**src/rtl/dadda_mul_arbiter_pkg.sv**
```systemverilog
// ============================================================================
// Package  : dadda_arb_pkg
// Purpose  : Shared types and widths for the shared Dadda multiplier arbiter.
// Revision : 1.0  initial release
// ============================================================================
`default_nettype none

package dadda_arb_pkg;

   // Sequencing of one shared multiply: grant, evaluate, hold result.
   typedef enum logic [1:0] {
      IDLE = 2'd0,
      CALC = 2'd1,
      RESP = 2'd2
   } arb_state_t;

   localparam int MUL_WIDTH = 8;
   localparam int PRODUCT_W = 2 * MUL_WIDTH;

endpackage

`default_nettype wire

```
**src/rtl/if_multiplier.sv**
```systemverilog
// ============================================================================
// Interface: if_multiplier
// Purpose  : Operand/result bundle of the 8x8 Dadda multiplier. The product's
//            top bit is carried separately as the overflow flag.
// Revision : 1.0  initial release
// ============================================================================
`default_nettype none

interface if_multiplier;
   import dadda_arb_pkg::*;

   logic [MUL_WIDTH-1:0] in1;
   logic [MUL_WIDTH-1:0] in2;
   logic [PRODUCT_W-2:0] out;
   logic                 overflow;

   modport mul  (input  in1, input  in2, output out, output overflow);
   modport user (output in1, output in2, input  out, input  overflow);
endinterface

`default_nettype wire

```
**src/rtl/dadda_8.sv**
```systemverilog
// ============================================================================
// Module   : dadda_8
// Purpose  : Exact unsigned 8x8 multiplier. Partial products are reduced by a
//            chain of 3:2 carry-save compressors, then one final carry add.
// Revision : 1.0  initial release
// ============================================================================
`default_nettype none

module dadda_8
   import dadda_arb_pkg::*;
(
   if_multiplier.mul muif
);

   logic [PRODUCT_W-1:0] pp [MUL_WIDTH];
   logic [PRODUCT_W-1:0] prod;

   // Carry-save reduction of the shifted partial products.
   always_comb begin : csa_tree
      logic [PRODUCT_W-1:0] s;
      logic [PRODUCT_W-1:0] c;
      logic [PRODUCT_W-1:0] t;
      for (int i = 0; i < MUL_WIDTH; i++) begin
         pp[i] = PRODUCT_W'(muif.in1 & {MUL_WIDTH{muif.in2[i]}}) << i;
      end
      s = pp[0];
      c = pp[1];
      t = '0;
      for (int i = 2; i < MUL_WIDTH; i++) begin
         t = (s & c) | (s & pp[i]) | (c & pp[i]);
         s = s ^ c ^ pp[i];
         c = t << 1;
      end
      prod = s + c;
   end

   assign muif.out      = prod[PRODUCT_W-2:0];
   assign muif.overflow = prod[PRODUCT_W-1];

endmodule

`default_nettype wire

```
**src/rtl/rr_arbiter.sv**
```systemverilog
// ============================================================================
// Module   : rr_arbiter
// Purpose  : Combinational round-robin grant. Picks the first valid requester
//            at or after ptr_i, wrapping modulo NUM_REQ. One-hot or zero.
// Revision : 1.0  initial release
// ============================================================================
`default_nettype none

module rr_arbiter #(
   parameter int NUM_REQ = 4,
   parameter int ID_W    = $clog2(NUM_REQ)
) (
   input  logic [NUM_REQ-1:0] valid_i,
   input  logic [ID_W-1:0]    ptr_i,
   output logic [NUM_REQ-1:0] grant_o
);

   localparam logic [ID_W:0] N_W = (ID_W+1)'(NUM_REQ);

   // Walk the requesters starting at the pointer; first valid one wins.
   always_comb begin : grant_search
      logic [ID_W:0] pos;
      logic          found;
      grant_o = '0;
      found   = 1'b0;
      pos     = '0;
      for (int k = 0; k < NUM_REQ; k++) begin
         pos = {1'b0, ptr_i} + (ID_W+1)'(k);
         if (pos >= N_W) begin
            pos = pos - N_W;
         end
         if (!found && valid_i[pos[ID_W-1:0]]) begin
            grant_o[pos[ID_W-1:0]] = 1'b1;
            found                  = 1'b1;
         end
      end
   end

endmodule

`default_nettype wire

```
**src/rtl/dadda_mul_arbiter.sv**
```systemverilog
// ============================================================================
// Module   : dadda_mul_arbiter
// Purpose  : Shares one dadda_8 multiplier among NUM_REQ requesters using
//            round-robin arbitration, a one-cycle evaluate stage and a held,
//            backpressured response.
// Options  : DADDA_ARB_STATS_EN adds saturating op_count / stall_count ports.
// Revision : 1.0  initial release
// ============================================================================
`default_nettype none

module dadda_mul_arbiter
   import dadda_arb_pkg::*;
#(
   parameter int NUM_REQ = 4,
   parameter int WIDTH   = MUL_WIDTH,
   parameter int ID_W    = $clog2(NUM_REQ)
) (
   input  logic                     clk,
   input  logic                     rst_n,
   input  logic [NUM_REQ-1:0]       req_valid,
   output logic [NUM_REQ-1:0]       req_ready,
   input  logic [NUM_REQ*WIDTH-1:0] req_a,
   input  logic [NUM_REQ*WIDTH-1:0] req_b,
   output logic                     rsp_valid,
   input  logic                     rsp_ready,
   output logic [ID_W-1:0]          rsp_id,
   output logic [2*WIDTH-1:0]       rsp_product,
   output logic                     busy
`ifdef DADDA_ARB_STATS_EN
   ,
   output logic [31:0]              op_count,
   output logic [31:0]              stall_count
`endif
);

   localparam logic [ID_W-1:0] LAST_ID = ID_W'(NUM_REQ - 1);

   arb_state_t          state_q, state_d;
   logic [ID_W-1:0]     ptr_q, ptr_d;
   logic [ID_W-1:0]     id_q, id_d;
   logic [ID_W-1:0]     rsp_id_q, rsp_id_d;
   logic [WIDTH-1:0]    op_a_q, op_a_d;
   logic [WIDTH-1:0]    op_b_q, op_b_d;
   logic                rsp_valid_q, rsp_valid_d;
   logic [2*WIDTH-1:0]  rsp_product_q, rsp_product_d;

   logic [NUM_REQ-1:0]  grant;
   logic [ID_W-1:0]     grant_idx;
   logic [WIDTH-1:0]    sel_a;
   logic [WIDTH-1:0]    sel_b;

   rr_arbiter #(
      .NUM_REQ (NUM_REQ),
      .ID_W    (ID_W)
   ) u_rr (
      .valid_i (req_valid),
      .ptr_i   (ptr_q),
      .grant_o (grant)
   );

   if_multiplier muif ();

   dadda_8 u_mul (
      .muif (muif)
   );

   assign muif.in1 = op_a_q;
   assign muif.in2 = op_b_q;

   // Decode the one-hot grant into an index and the granted operand slices.
   always_comb begin
      grant_idx = '0;
      sel_a     = '0;
      sel_b     = '0;
      for (int i = 0; i < NUM_REQ; i++) begin
         if (grant[i]) begin
            grant_idx = ID_W'(i);
            sel_a     = req_a[i*WIDTH +: WIDTH];
            sel_b     = req_b[i*WIDTH +: WIDTH];
         end
      end
   end

   // Next-state logic: accept one request, evaluate for a cycle, hold result.
   always_comb begin
      state_d       = state_q;
      ptr_d         = ptr_q;
      id_d          = id_q;
      op_a_d        = op_a_q;
      op_b_d        = op_b_q;
      rsp_valid_d   = rsp_valid_q;
      rsp_id_d      = rsp_id_q;
      rsp_product_d = rsp_product_q;
      case (state_q)
         IDLE: begin
            if (|grant) begin
               op_a_d  = sel_a;
               op_b_d  = sel_b;
               id_d    = grant_idx;
               ptr_d   = (grant_idx == LAST_ID) ? '0 : grant_idx + ID_W'(1);
               state_d = CALC;
            end
         end
         CALC: begin
            rsp_product_d = {muif.overflow, muif.out};
            rsp_id_d      = id_q;
            rsp_valid_d   = 1'b1;
            state_d       = RESP;
         end
         RESP: begin
            if (rsp_ready) begin
               rsp_valid_d = 1'b0;
               state_d     = IDLE;
            end
         end
         default: begin
            state_d = IDLE;
         end
      endcase
   end

   // State registers; reset discards any in-flight operation.
   always_ff @(posedge clk or negedge rst_n) begin
      if (!rst_n) begin
         state_q       <= IDLE;
         ptr_q         <= '0;
         id_q          <= '0;
         op_a_q        <= '0;
         op_b_q        <= '0;
         rsp_valid_q   <= 1'b0;
         rsp_id_q      <= '0;
         rsp_product_q <= '0;
      end else begin
         state_q       <= state_d;
         ptr_q         <= ptr_d;
         id_q          <= id_d;
         op_a_q        <= op_a_d;
         op_b_q        <= op_b_d;
         rsp_valid_q   <= rsp_valid_d;
         rsp_id_q      <= rsp_id_d;
         rsp_product_q <= rsp_product_d;
      end
   end

   // Grants only in IDLE, and never while reset is asserted.
   assign req_ready   = (state_q == IDLE && rst_n) ? grant : '0;
   assign busy        = (state_q != IDLE);
   assign rsp_valid   = rsp_valid_q;
   assign rsp_id      = rsp_id_q;
   assign rsp_product = rsp_product_q;

`ifdef DADDA_ARB_STATS_EN
   logic [31:0] op_count_q;
   logic [31:0] stall_count_q;

   // Saturating counters of completed handshakes and backpressured cycles.
   always_ff @(posedge clk or negedge rst_n) begin
      if (!rst_n) begin
         op_count_q    <= '0;
         stall_count_q <= '0;
      end else begin
         if (state_q == RESP && rsp_ready && !(&op_count_q)) begin
            op_count_q <= op_count_q + 32'd1;
         end
         if (state_q == RESP && !rsp_ready && !(&stall_count_q)) begin
            stall_count_q <= stall_count_q + 32'd1;
         end
      end
   end

   assign op_count    = op_count_q;
   assign stall_count = stall_count_q;
`endif

endmodule

`default_nettype wire

```
**config.mk**
```make
export PLATFORM = sky130hd
export DESIGN_NAME = dadda_mul_arbiter
export DESIGN_NICKNAME = d
export VERILOG_FILES = /design/src/rtl/dadda_mul_arbiter_pkg.sv /design/src/rtl/if_multiplier.sv /design/src/rtl/dadda_8.sv /design/src/rtl/rr_arbiter.sv /design/src/rtl/dadda_mul_arbiter.sv
export SDC_FILE = /design/constraint.sdc
export NUM_CORES = 1
export LEC_CHECK = 0
export CORE_MARGIN = 5
export CORE_UTILIZATION = 49
export CTS_CLUSTER_DIAMETER = 120
export DETAILED_ROUTE_END_ITERATION = 6
export GPL_TIMING_DRIVEN = 0
export HOLD_SLACK_MARGIN = 0.06
export PLACE_DENSITY = 0.79
export SLEW_MARGIN = 20
export SYNTH_ARGS = -nofsm -noshare
export SYNTH_HDL_FRONTEND = slang
export SYNTH_SLANG_ARGS = --single-unit
```
**constraint.sdc**
```tcl
create_clock -name clk -period 5.7 [get_ports clk]
set_input_delay 0.855 -clock clk [delete_from_list [all_inputs] [get_ports clk]]
set_output_delay 0.855 -clock clk [all_outputs]
set_load 0.01 [all_outputs]
```
==> metrics.cfg, run 1 <==
[critical_path]
crit_path_top_delay_cell=fa_1
regToRegEndpoint=rsp_product[13]
regToRegSetupSlack_ps=340
r2r_start=muif.in1[7]
critPathTopFamily=adder cells
end_kind=flop
cpMostUsedCell=fa_1
critPathKind=flop to flop
rr_worst_depth=18
worstPathRequired_ps=5870
arrival_ps=5530
path_buf_inv=3
start_kind=flop
worstPathCellList=nand2_1, fa_1, fa_1, fa_1, fa_1, fa_1, fa_1, inv_1, ha_1, inv_1, fa_1, nor2b_1, o21ai_0, a21oi_1, o21ai_0, a21oi_1, buf_4, o31ai_1
critPathLaunch=muif.in1[7]
crit_path_max_fanout=9
max_stage_delay_ps=530

[layout]
drive_above_1_share_pct=9.811
syn_to_final_growth_pct=30.15
nNetsFinal=662
regArea_sq_um=1035
fill_cells=654
antenna_cells=0
multi_input_area_sq_um=2615
final_cell_area_sq_um=5104

[synthesis]
synth_area_leaders=dfrtp_1 26%, fa_1 21%, nand2_1 7.8%, ha_1 6.4%, inv_1 3.4%
synth.most_common_cell=nand2_1
synth_cell_types=42
synth_edf_count=0
syn-num-nets=563
seq_area_frac_synth_pct=26.16
synth_top_cell_area_share_pct=26.16
synth_ff_type=dfrtp_1
synthTopCellsByCount=82 x nand2_1, 42 x fa_1, 41 x dfrtp_1
synth_cells=430
synthArstFlopShare_pct=100.0
synth_area_sq_um=3921
yosysTopAreaCell=dfrtp_1
synth.avg_cell_area_sq_um=9.119
synth-seq-cells=41
synth_warnings=0

[floorplan]
dieWidth_um=99.46
pin_count=95
die_h_um=99.46
coreArea_sq_um=7767
num_rows=32
die-area_sq_um=9891
start_util_pct=50.48

[global_route]
grt_pass1_vias=3583
antenna_found_initial=0
gr-total-overflow=0
grt_usage_pct=20.50
grt_max_degree=29
grt_pass1_wl_um=16450

[drt]
post-route-drc-count=0
ant_nets=0
drt_iter0_markers=152
routed_wl_um=9359
dr_total_vias=3361
wl_per_cell_um=14.81
viasPerCell=5.318
drtPass1Iterations=4

[clocking]
cts-root-buf=clkbuf_8
cts.sinks=41
cts_hold_buf=0
htreeDepth=2
cts_buffer_depth=2
cts_tree=done
cts.reportedPaths.clkPinSlew_ps=80
cts_buffers=5
clock_latency_ps=300

[sta]
fmax_mhz=186.7
fin_skew_ps=11.55
tightest_slew_ps=671.6
final-setup-viol-count=0
slew_violations=0
grt_setup_unrepaired=no
hold_viol_final=0
finalSetupTns_ps=0
finalCritPeriodShare_pct=93.96
max_slew_margin_pct=55.23
fin_crit_ps=5356

[run_status]
outcome=finished clean

[job]
cap_violations=0

[placement]
dp_hpwl_um=7805
place.gp.congestion=0.8544
port_buffers=94
dpl-instance-area_sq_um=5005

[worst_hold_path]
hold_path.class=primary input to asynchronous set/reset pin

## kinds of logic (layout without fill, tap and decap cells)
| group | count (synthesis) | after routing | share of synthesized area, % |
|---|---|---|---|
| AND/OR/NAND/NOR | 156 | 156 | 18.57 |
| adder cells (fa/ha/maj) | 62 | 62 | 27.82 |
| buffers and inverters | 68 | 168 | 7.147 |
| multiplexers | 13 | 13 | 4.882 |
| XOR/XNOR | 3 | 3 | 0.6702 |
| AO/OA/AOI/OAI | 87 | 87 | 14.74 |
| flip-flops | 41 | 41 | 26.16 |
## metal layers
layer	global-route usage [%]	routed length (um)
met5	0	0
met4	6.618	170
met3	4.137	573
met2	37.09	4868
met1	24.32	3747
## area by class of cell
type	count	area share (%)
buffer	24	2.255
clock buffer	6	1.422
clock inverter	2	0.1961
inverter	36	2.648
multi-input combinational	321	51.24
sequential	41	20.27
tap	102	2.501
timing repair buffer	100	19.47
## what timing repair did
action,in CTS,in global routing
resized for setup,0,7
buffers inserted,0,5
endpoints found under the setup margin,0,3
## stage by stage
stage                     worst slack, ps  hold slack, ps  instances  util (%)
after floorplan                     516.6           452.7        430         -
after global placement              150.7           461.2        626     64.24
after detailed placement            66.67           473.0        627     64.43
after CTS                           21.91           474.3        635     65.50
after global routing                5.911           490.4        632     65.71
final                               344.3           462.4        632     65.71
## flip-flops by register name (all words and copies together), names as in the netlist
signal,cells
id_q,2
state_q,2
rsp_valid,1
ptr_q,2
muif.in1,8
rsp_product,16
rsp_id,2
muif.in2,8
## how the worst max path moves through the flow
stage / to / slack [ps] / depth (start not counted)
6_report: rsp_product[13] / 340 / 18
5_1_grt: rsp_product[15] / 6 / 18
4_1_cts: rsp_product[15] / 20 / 19
3_5_place_dp: rsp_product[15] / 70 / 19
3_3_place_gp: rsp_product[15] / 150 / 19
2_1_floorplan: rsp_product[15] / 520 / 19
## cells in the final DEF, fill, tap and decap left out, types with 3 or more instances in the layout
| cell | synthesis | final |
|---|---|---|
| nand2_1 | 82 | 82 |
| buf_4 | 4 | 9 |
| clkbuf_1 | 20 | 13 |
| a31oi_1 | 16 | 16 |
| nor2_1 | 26 | 26 |
| dfrtp_1 | 41 | 34 |
| o2bb2ai_1 | 14 | 14 |
| a21o_1 | 4 | 4 |
| o21ai_1 | 4 | 4 |
| fa_1 | 42 | 42 |
| buf_2 | 8 | 9 |
| a21oi_1 | 21 | 21 |
| a221oi_1 | 3 | 3 |
| inv_1 | 36 | 36 |
| mux2_2 | 9 | 9 |
| o21ai_0 | 14 | 14 |
| dfrtp_2 | 0 | 7 |
| ha_1 | 20 | 20 |
| clkbuf_8 | 0 | 5 |
| clkdlybuf4s50_1 | 0 | 93 |
| nand3_1 | 15 | 15 |
| and2_1 | 19 | 19 |
| mux4_2 | 4 | 4 |
Power of run 1 is not shown: default switching activity piles up to over one toggle a cycle in this logic, so the estimate is an artifact.
==> run 2, diff against run 1 <==
--- a/config.mk
+++ b/config.mk
@@ -12,7 +12,7 @@
 export GPL_TIMING_DRIVEN = 0
 export HOLD_SLACK_MARGIN = 0.06
 export PLACE_DENSITY = 0.79
-export SLEW_MARGIN = 20
+export RECOVER_POWER = 50
 export SYNTH_ARGS = -nofsm -noshare
 export SYNTH_HDL_FRONTEND = slang
 export SYNTH_SLANG_ARGS = --single-unit
==> constraint.sdc (replaced) <==
create_clock -name clk -period 6.7 [get_ports clk]
set_input_delay 1.005 -clock clk [delete_from_list [all_inputs] [get_ports clk]]
set_output_delay 1.005 -clock clk [all_outputs]
set_load 0.01 [all_outputs]
==> run 2 against run 1 <==
Flip-flop and latch count did not move. Cell area fell by 0.66%. Core utilization fell by 0.43 points. Highest routed layer unchanged. First-iteration DRC count fell by 13%. Largest cell class unchanged. Worst hold slack improved by 16 ps.
==> metrics.cfg, run 2 (synthesis gave the netlist of run 1 again) <==
[sta]
hold_viol_final=0
finalSetupTns_ps=0
finalCritPeriodShare_pct=83.76
tightest_slew_ps=1469
max_slew_margin_pct=2.070
slew_violations=0
grt_setup_unrepaired=no
fin_crit_ps=5612
fmax_mhz=178.2
fin_skew_ps=11.75
final-setup-viol-count=0

[clocking]
cts_hold_buf=0
cts.sinks=41
cts_setup_buffers=0
cts_resized=0
cts-root-buf=clkbuf_8
cts.reportedPaths.clkPinSlew_ps=80
cts_buffers=5
htreeDepth=2
cts_tree=done
clock_latency_ps=290
cts_buffer_depth=2

[drt]
drtPass1Iterations=4
post-route-drc-count=0
drt_iter0_markers=133
wl_per_cell_um=14.62
routed_wl_um=9281
dr_total_vias=3361
ant_nets=0
viasPerCell=5.293

[layout]
fill_cells=662
syn_to_final_growth_pct=29.29
final_common_cell=clkdlybuf4s50_1
largest_reg_flops=16
drive_above_1_share_pct=7.129
multi_input_area_sq_um=2615
nNetsFinal=665
mostFrequentLayoutCells=87 x clkdlybuf4s50_1, 82 x nand2_1, 42 x fa_1
final_cell_area_sq_um=5070
regArea_sq_um=1026
antenna_cells=0

[floorplan]
die-area_sq_um=9891
dieWidth_um=99.46
coreArea_sq_um=7767
die_h_um=99.46
num_rows=32
pin_count=95
start_util_pct=50.48

[placement]
dp_hpwl_um=7805
place.gp.congestion=0.8544
port_buffers=94
dpl-instance-area_sq_um=5005

[worst_hold_path]
hold_path.class=flop to flop
worstHoldStart=rsp_product[8]
whs_endpoint=rsp_product[8]
hold_depth=2

[critical_path]
start_kind=flop
path_buf_inv=3
rr_worst_depth=19
crit_path_top_delay_cell=fa_1
regToRegEndpoint=rsp_product[15]
regToRegSetupSlack_ps=1090
max_stage_delay_ps=530
crit_path_max_fanout=9
critPathKind=flop to flop
cpMostUsedCell=fa_1
worstPathCellList=clkbuf_1, nand2_1, fa_1, fa_1, fa_1, fa_1, fa_1, fa_1, inv_1, ha_1, inv_1, fa_1, nor2b_1, o21ai_0, a21oi_1, o21ai_0, a21oi_1, o21ai_0, a21oi_1
worstPathRequired_ps=6920
critPathTopFamily=adder cells
r2r_start=muif.in2[0]
arrival_ps=5840
end_kind=flop

[global_route]
antenna_found_initial=0
grt_pass1_vias=3583
grt_pass1_wl_um=16450
grt_usage_pct=20.50
grt_max_degree=29
gr-total-overflow=0

[run_status]
outcome=finished clean

[job]
cap_violations=0

-- run 2: cell types whose count changed in the layout (fill, tap and decap cells not counted) --
cell             change
buf_2                -1
buf_4                -5
and2_0               +1
dlygate4sd3_1        +6
and2_1               -1
clkdlybuf4s50_1      -6
clkbuf_1            +10
dfrtp_1              +7
buf_12               -1
dfrtp_2              -7
-- run 2: tightest hold or removal path: stages (launching register included) --
cell and delay (ps):
dfrtp_1 340, nand2_1 40, o21ai_0 60
-- run 2: metrics by stage --
stage	hold slack [ps]	util [%]	instances	worst slack [ps]
after floorplan	452.7	-	430	1517
after global placement	461.2	64.24	626	1151
after detailed placement	473.0	64.43	627	1067
after CTS	491.7	65.50	635	1022
after global routing	517.4	65.27	635	609.7
final	478.9	65.27	635	1088
-- run 2: how the worst max path moves through the flow --
stage / cells after the start / start / to
final: 19 / muif.in2[0] / rsp_product[15]
after global routing: 19 / muif.in2[0] / rsp_product[15]
after CTS: 19 / muif.in2[0] / rsp_product[15]
after detailed placement: 19 / muif.in2[0] / rsp_product[15]
after global placement: 19 / muif.in2[0] / rsp_product[15]
after floorplan: 19 / muif.in2[0] / rsp_product[15]
-- run 2: area by class of cell --
cell class / count / share of cell area (%)
clock inverter: 2 / 0.1974
timing repair buffer: 95 / 18.51
buffer: 32 / 2.863
clock buffer: 6 / 1.431
tap: 102 / 2.517
multi-input combinational: 321 / 51.58
inverter: 36 / 2.665
sequential: 41 / 20.24
-- run 2: per-layer routing --
metal  global-route usage, %  up-vias  routed length [um]
met4                   6.618        0                 176
li1                        -     1639                   -
met1                   24.32     1608                3664
met5                       0        -                   0
met3                   4.137       13                 614
met2                   37.09      101                4826
Power of run 2 is left out for the same reason.
==> run 3, diff against run 2 <==
--- a/config.mk
+++ b/config.mk
@@ -6,12 +6,12 @@
 export NUM_CORES = 1
 export LEC_CHECK = 0
 export CORE_MARGIN = 5
-export CORE_UTILIZATION = 49
+export CORE_UTILIZATION = 46
 export CTS_CLUSTER_DIAMETER = 120
 export DETAILED_ROUTE_END_ITERATION = 6
 export GPL_TIMING_DRIVEN = 0
 export HOLD_SLACK_MARGIN = 0.06
-export PLACE_DENSITY = 0.79
+export PLACE_DENSITY = 0.78
 export RECOVER_POWER = 50
 export SYNTH_ARGS = -nofsm -noshare
 export SYNTH_HDL_FRONTEND = slang
==> constraint.sdc (replaced) <==
create_clock -name clk -period 4.7 [get_ports clk]
set_input_delay 0.705 -clock clk [delete_from_list [all_inputs] [get_ports clk]]
set_output_delay 0.705 -clock clk [all_outputs]
set_load 0.01 [all_outputs]
==> run 3 against run 2 <==
The flow now finishes with violations (max-capacitance violations, max-slew violations, negative setup slack). Core utilization decreased by 1.5 points. Sequential share of layout area decreased by 0.73 points. Clock-buffer cell count increased by 1. Fmax increased by 14%. Via count increased by 1.9%. Cell area increased by 3.9%. Clock skew decreased by 6.3 ps. Critical path depth unchanged. Flip-flop and latch count unchanged. Critical path type unchanged. Largest cell class unchanged.
==> metrics.cfg, run 3 (synthesis gave the netlist of run 1 again) <==
[run_status]
outcome=finished, violations left
violations=max-capacitance violations, max-slew violations, negative setup slack

[global_route]
antenna_found_initial=0
grt_pass1_wl_um=16370
gr-total-overflow=0
grt_pass1_vias=3574
grt_usage_pct=19.53
grt_max_degree=43

[floorplan]
die-area_sq_um=10470
pin_count=95
dieWidth_um=102.3
start_util_pct=47.48
num_rows=33
coreArea_sq_um=8258
die_h_um=102.3

[sta]
finalCritPeriodShare_pct=104.8
max_slew_margin_pct=-47.71
fmax_mhz=203.0
tightest_slew_ps=2216
fin_ws_ps=-226.3
hold_viol_final=0
finalSetupTns_ps=-781.3
grt_setup_unrepaired=yes
final-setup-viol-count=5
fin_skew_ps=5.444
slew_violations=43
fin_crit_ps=4926

[critical_path]
max_stage_delay_ps=530
worstPathRequired_ps=4920
rr_worst_depth=19
regToRegEndpoint=rsp_product[15]
crit_path_top_delay_cell=fa_1
regToRegSetupSlack_ps=-230
critPathKind=flop to flop
path_buf_inv=3
start_kind=flop
crit_path_max_fanout=9
r2r_start=muif.in2[1]
critPathTopFamily=adder cells
arrival_ps=5140
worstPathCellList=clkbuf_8, nand2_1, fa_1, fa_1, fa_1, fa_1, fa_1, fa_1, inv_2, ha_4, inv_2, fa_2, nor2b_1, o21ai_1, a21oi_2, o21ai_2, a21oi_2, o21ai_1, a21oi_1
end_kind=flop
cpMostUsedCell=fa_1

[layout]
regArea_sq_um=1027
drive_above_1_share_pct=13.38
multi_input_area_sq_um=2693
syn_to_final_growth_pct=34.30
antenna_cells=0
final_core_util_pct=63.77
final_common_cell=clkdlybuf4s50_1
nNetsFinal=671
fill_cells=708
mostFrequentLayoutCells=89 x clkdlybuf4s50_1, 81 x nand2_1, 40 x dfrtp_1
largest_reg_flops=16

[worst_hold_path]
whs_endpoint=rsp_product[9]
hold_depth=2
hold_path.class=flop to flop
worstHoldStart=rsp_product[9]

[clocking]
cts_hold_buf=0
cts.sinks=41
cts_buffer_depth=2
htreeDepth=2
clock_latency_ps=290
cts_buffers=5
cts_tree=done
cts.reportedPaths.clkPinSlew_ps=70
cts-root-buf=clkbuf_8

[placement]
port_buffers=94
post-place-ws_ps=-323.7
place.gp.congestion=0.8483
dp_hpwl_um=7782

[drt]
routed_wl_um=9393
ant_nets=0
post-route-drc-count=0
viasPerCell=5.327
drtPass1Iterations=4
drt_iter0_markers=137
dr_total_vias=3425
wl_per_cell_um=14.61

[job]
cap_violations=1

-- run 3: cell count changes in the layout (fill, tap and decap cells not counted), sizes merged --
cell and change:
buf +12, clkinv -2, clkbuf -5, dlygate4sd3 -2, clkdlybuf4s50 +2
-- run 3: layer usage --
layer | routed length (um) | track usage (%)
met3 | 522 | 4.232
met4 | 131 | 5.348
met2 | 4797 | 33.78
met1 | 3941 | 24.78
met5 | 0 | 0
-- run 3: final cells by class --
| type | instances | share of cell area (%) |
|---|---|---|
| Multi-Input combinational cell | 321 | 51.13 |
| Inverter | 36 | 2.566 |
| Timing Repair Buffer | 102 | 18.84 |
| Tap cell | 105 | 2.495 |
| Buffer | 31 | 3.825 |
| Sequential cell | 41 | 19.51 |
| Clock buffer | 7 | 1.639 |
-- run 3: how the worst max path moves through the flow --
| stage | from | to | cells past startpoint | slack [ps] |
|---|---|---|---|---|
| floorplan | muif.in2[2] | rsp_product[13] | 18 | -60 |
| finish | muif.in2[1] | rsp_product[15] | 19 | -230 |
| CTS | muif.in2[2] | rsp_product[15] | 19 | -270 |
| detailed placement | muif.in2[2] | rsp_product[15] | 19 | -320 |
| global placement | muif.in2[2] | rsp_product[15] | 19 | -240 |
| global route | muif.in1[5] | rsp_product[15] | 19 | -490 |
-- run 3: metrics by stage --
step	hold WS [ps]	area, sq um	instances
2_1_floorplan	409.4	4001	430
3_3_place_gp	460.9	5074	629
3_5_place_dp	469.9	5089	630
4_1_cts	371.9	5239	643
5_1_grt	519.8	5266	643
6_report	488.0	5266	643
-- run 3: repair_timing --
item,4_1_cts,5_1_grt
setup buffers,6,2
pin swaps,4,2
gates resized for setup,5,14
setup endpoints to repair,5,7
-- run 3: worst min-delay path, cell delays in order (launching register included) --
cell and delay (ps):
dfrtp_1 350, nand2_1 50, o21ai_0 60
Power of run 3 is left out for the same reason.
==> patch (config.mk and constraints of run 3) <==
`NUM_REQ` is set to 4 in 2 places; all go to 8.
--- a/src/rtl/rr_arbiter.sv
+++ b/src/rtl/rr_arbiter.sv
@@ -8,5 +8,5 @@
 
 module rr_arbiter #(
-   parameter int NUM_REQ = 4,
+   parameter int NUM_REQ = 8,
    parameter int ID_W    = $clog2(NUM_REQ)
 ) (
--- a/src/rtl/dadda_mul_arbiter.sv
+++ b/src/rtl/dadda_mul_arbiter.sv
@@ -12,5 +12,5 @@
    import dadda_arb_pkg::*;
 #(
-   parameter int NUM_REQ = 4,
+   parameter int NUM_REQ = 8,
    parameter int WIDTH   = MUL_WIDTH,
    parameter int ID_W    = $clog2(NUM_REQ)
Ports: changed (5 resized); port bits go from 95 to 168. No check against the original RTL was run, so the function may have changed too.
==> patch against run 3 <==
  * The run ends with negative setup slack left
  * Worst setup slack got worse by 0.13 ns
  * Synthesized area rose by 41%
  * Cell area rose by 54%
  * Sequential cell count rose by 3
  * Routed wire length rose by 120%
  * Cell count rose by 55%
  * Highest routed layer unchanged
Power is left out: the tool's default activity adds up to more than one toggle a clock period on the data nets, which glitch-free logic cannot reach.
==> patch: results (changes against run 3) <==
- Net count reported at finish: 1,050 (was 671)
- List of most frequent post-synthesis cells: sky130_fd_sc_hd__nand2_1 (104), sky130_fd_sc_hd__nor2_1 (57), sky130_fd_sc_hd__dfrtp_1 (44), sky130_fd_sc_hd__fa_1 (42), sky130_fd_sc_hd__clkbuf_1 (36) (was sky130_fd_sc_hd__nand2_1 (82), sky130_fd_sc_hd__fa_1 (42), sky130_fd_sc_hd__dfrtp_1 (41), sky130_fd_sc_hd__inv_1 (36), sky130_fd_sc_hd__nor2_1 (26))
- Via density per instance: 6.15 (was 5.33)
- Vias in the first global route: 6,379 (was 3,574)
- Clk root buf: sky130_fd_sc_hd__clkbuf_16 (was sky130_fd_sc_hd__clkbuf_8)
- Final setup margin: -0.356 ns (was -0.226 ns)
- Number of DRC violations after detailed-routing iteration 0: 496 (was 137)
- Dpl cell area: 7480 µm² (was 5090 µm²)
- Arrival time reported for the critical path endpoint: 5.22 ns (was 5.14 ns)
- Class of the most critical hold timing path: in2async (was reg2reg)
- Violations in the final reports: negative setup slack (was max-capacitance violations, max-slew violations, negative setup slack)
- Filler cells: 942 (was 708)
- Critical path peak fanout: 8 (was 9)
- Placer's final routability congestion estimate: 0.965 (was 0.848)
- Synthesized netlist net count: 850 (was 563)
- Clock skew: 0.00602 ns (was 0.00544 ns)
- Final sum of negative setup slack: -1.39 ns (was -0.781 ns)
- TritonRoute pass-1 iters: 5 (was 4)
- Pin count of the biggest net entering global routing: 35 (was 43)
- Run status: finished, violations left (unchanged)
- Sequential-to-total area share from yosys stat: 19.9% (was 26.2%)
- Share of cell area taken by muxes after synthesis: 8.91% (was 4.88%)
- Total of endpoints with negative setup slack in the final report: 5 (unchanged)
- Half-perimeter wire length after placement: 15.8 mm (was 7.78 mm)
- Global-route wire length before repair: 32.3 mm (was 16.4 mm)
- Post-Synth Adder-Cell Area: 20.2% (was 27.8%)
- Resized cells post-CTS: 66 (was 5)
- Port-buffer cells: 166 (was 94)
- Fraction of layout instances using a drive strength above 1: 17.2% (was 13.4%)
- Top cells by area in the synthesized netlist: sky130_fd_sc_hd__dfrtp_1 (20%), sky130_fd_sc_hd__fa_1 (15%), sky130_fd_sc_hd__nand2_1 (7.1%) (was sky130_fd_sc_hd__dfrtp_1 (26%), sky130_fd_sc_hd__fa_1 (21%), sky130_fd_sc_hd__nand2_1 (7.8%))
patch: per-stage QoR:
| step | cells | setup slack [ns] | util, % |
|---|---|---|---|
| after global placement | 960 | -1.42 | 62.7 |
| after detailed placement | 961 | -1.43 | 62.8 |
| after global routing | 995 | -0.539 | 68.2 |
| final | 995 | -0.356 | 68.2 |
| after floorplan | 647 | -0.140 | - |
| after CTS | 987 | -0.314 | 66.9 |
patch: cells by family (layout without fill, tap and decap cells):
| logic type | Yosys count | after routing |
|---|---|---|
| muxes | 32 | 32 |
| AOI/OAI and AO/OA | 167 | 167 |
| adders and majority gates | 64 | 64 |
| DFF | 44 | 44 |
| and+or+nand+nor | 243 | 243 |
| buffers and inverters | 86 | 287 |
| xor gates and xnor gates | 11 | 11 |
patch: critical path, cell delays in order (launching register included):
cell and delay, ns:
sky130_fd_sc_hd__dfrtp_1 0.36, sky130_fd_sc_hd__buf_8 0.13, sky130_fd_sc_hd__nand2_4 0.05, sky130_fd_sc_hd__fa_2 0.57, sky130_fd_sc_hd__fa_1 0.42, sky130_fd_sc_hd__fa_1 0.51
sky130_fd_sc_hd__fa_1 0.42, sky130_fd_sc_hd__fa_1 0.46, sky130_fd_sc_hd__fa_1 0.51, sky130_fd_sc_hd__inv_2 0.05, sky130_fd_sc_hd__ha_4 0.16, sky130_fd_sc_hd__fa_2 0.41
sky130_fd_sc_hd__a21oi_2 0.14, sky130_fd_sc_hd__nor2_1 0.05, sky130_fd_sc_hd__nor2_1 0.15, sky130_fd_sc_hd__o21bai_1 0.12, sky130_fd_sc_hd__a21oi_2 0.17, sky130_fd_sc_hd__xor2_1 0.17
sky130_fd_sc_hd__o21ai_1 0.09
patch: cell type report:
| type | instances | share of cell area [%] |
|---|---|---|
| Timing Repair Buffer | 199 | 23.5 |
| Inverter | 33 | 1.66 |
| Sequential cell | 44 | 13.6 |
| Multi-Input combinational cell | 517 | 52.7 |
| Clock buffer | 5 | 1.54 |
| Clock inverter | 3 | 0.292 |
| Tap cell | 147 | 2.26 |
| Buffer | 47 | 4.43 |
patch: how the worst max path moves through the flow:
stage                           start         endpoint  slack, ns
final                     muif.in2[2]  rsp_product[13]      -0.36
after global routing      muif.in2[2]  rsp_product[13]      -0.54
after CTS                 muif.in2[2]  rsp_product[13]      -0.31
after detailed placement     ptr_q[2]     req_ready[6]      -1.43
after global placement       ptr_q[2]     req_ready[6]      -1.42
after floorplan           muif.in1[5]  rsp_product[15]      -0.14
patch: metal layers:
| layer | wire (µm) | share of wire, % | GRT usage (%) |
|---|---|---|---|
| met1 | 7970 | 39 | 36.6 |
| met2 | 9740 | 48 | 45.5 |
| met3 | 1930 | 9.5 | 5.98 |
| met4 | 619 | 3.1 | 9.09 |
| met5 | 0 | 0 | 0 |
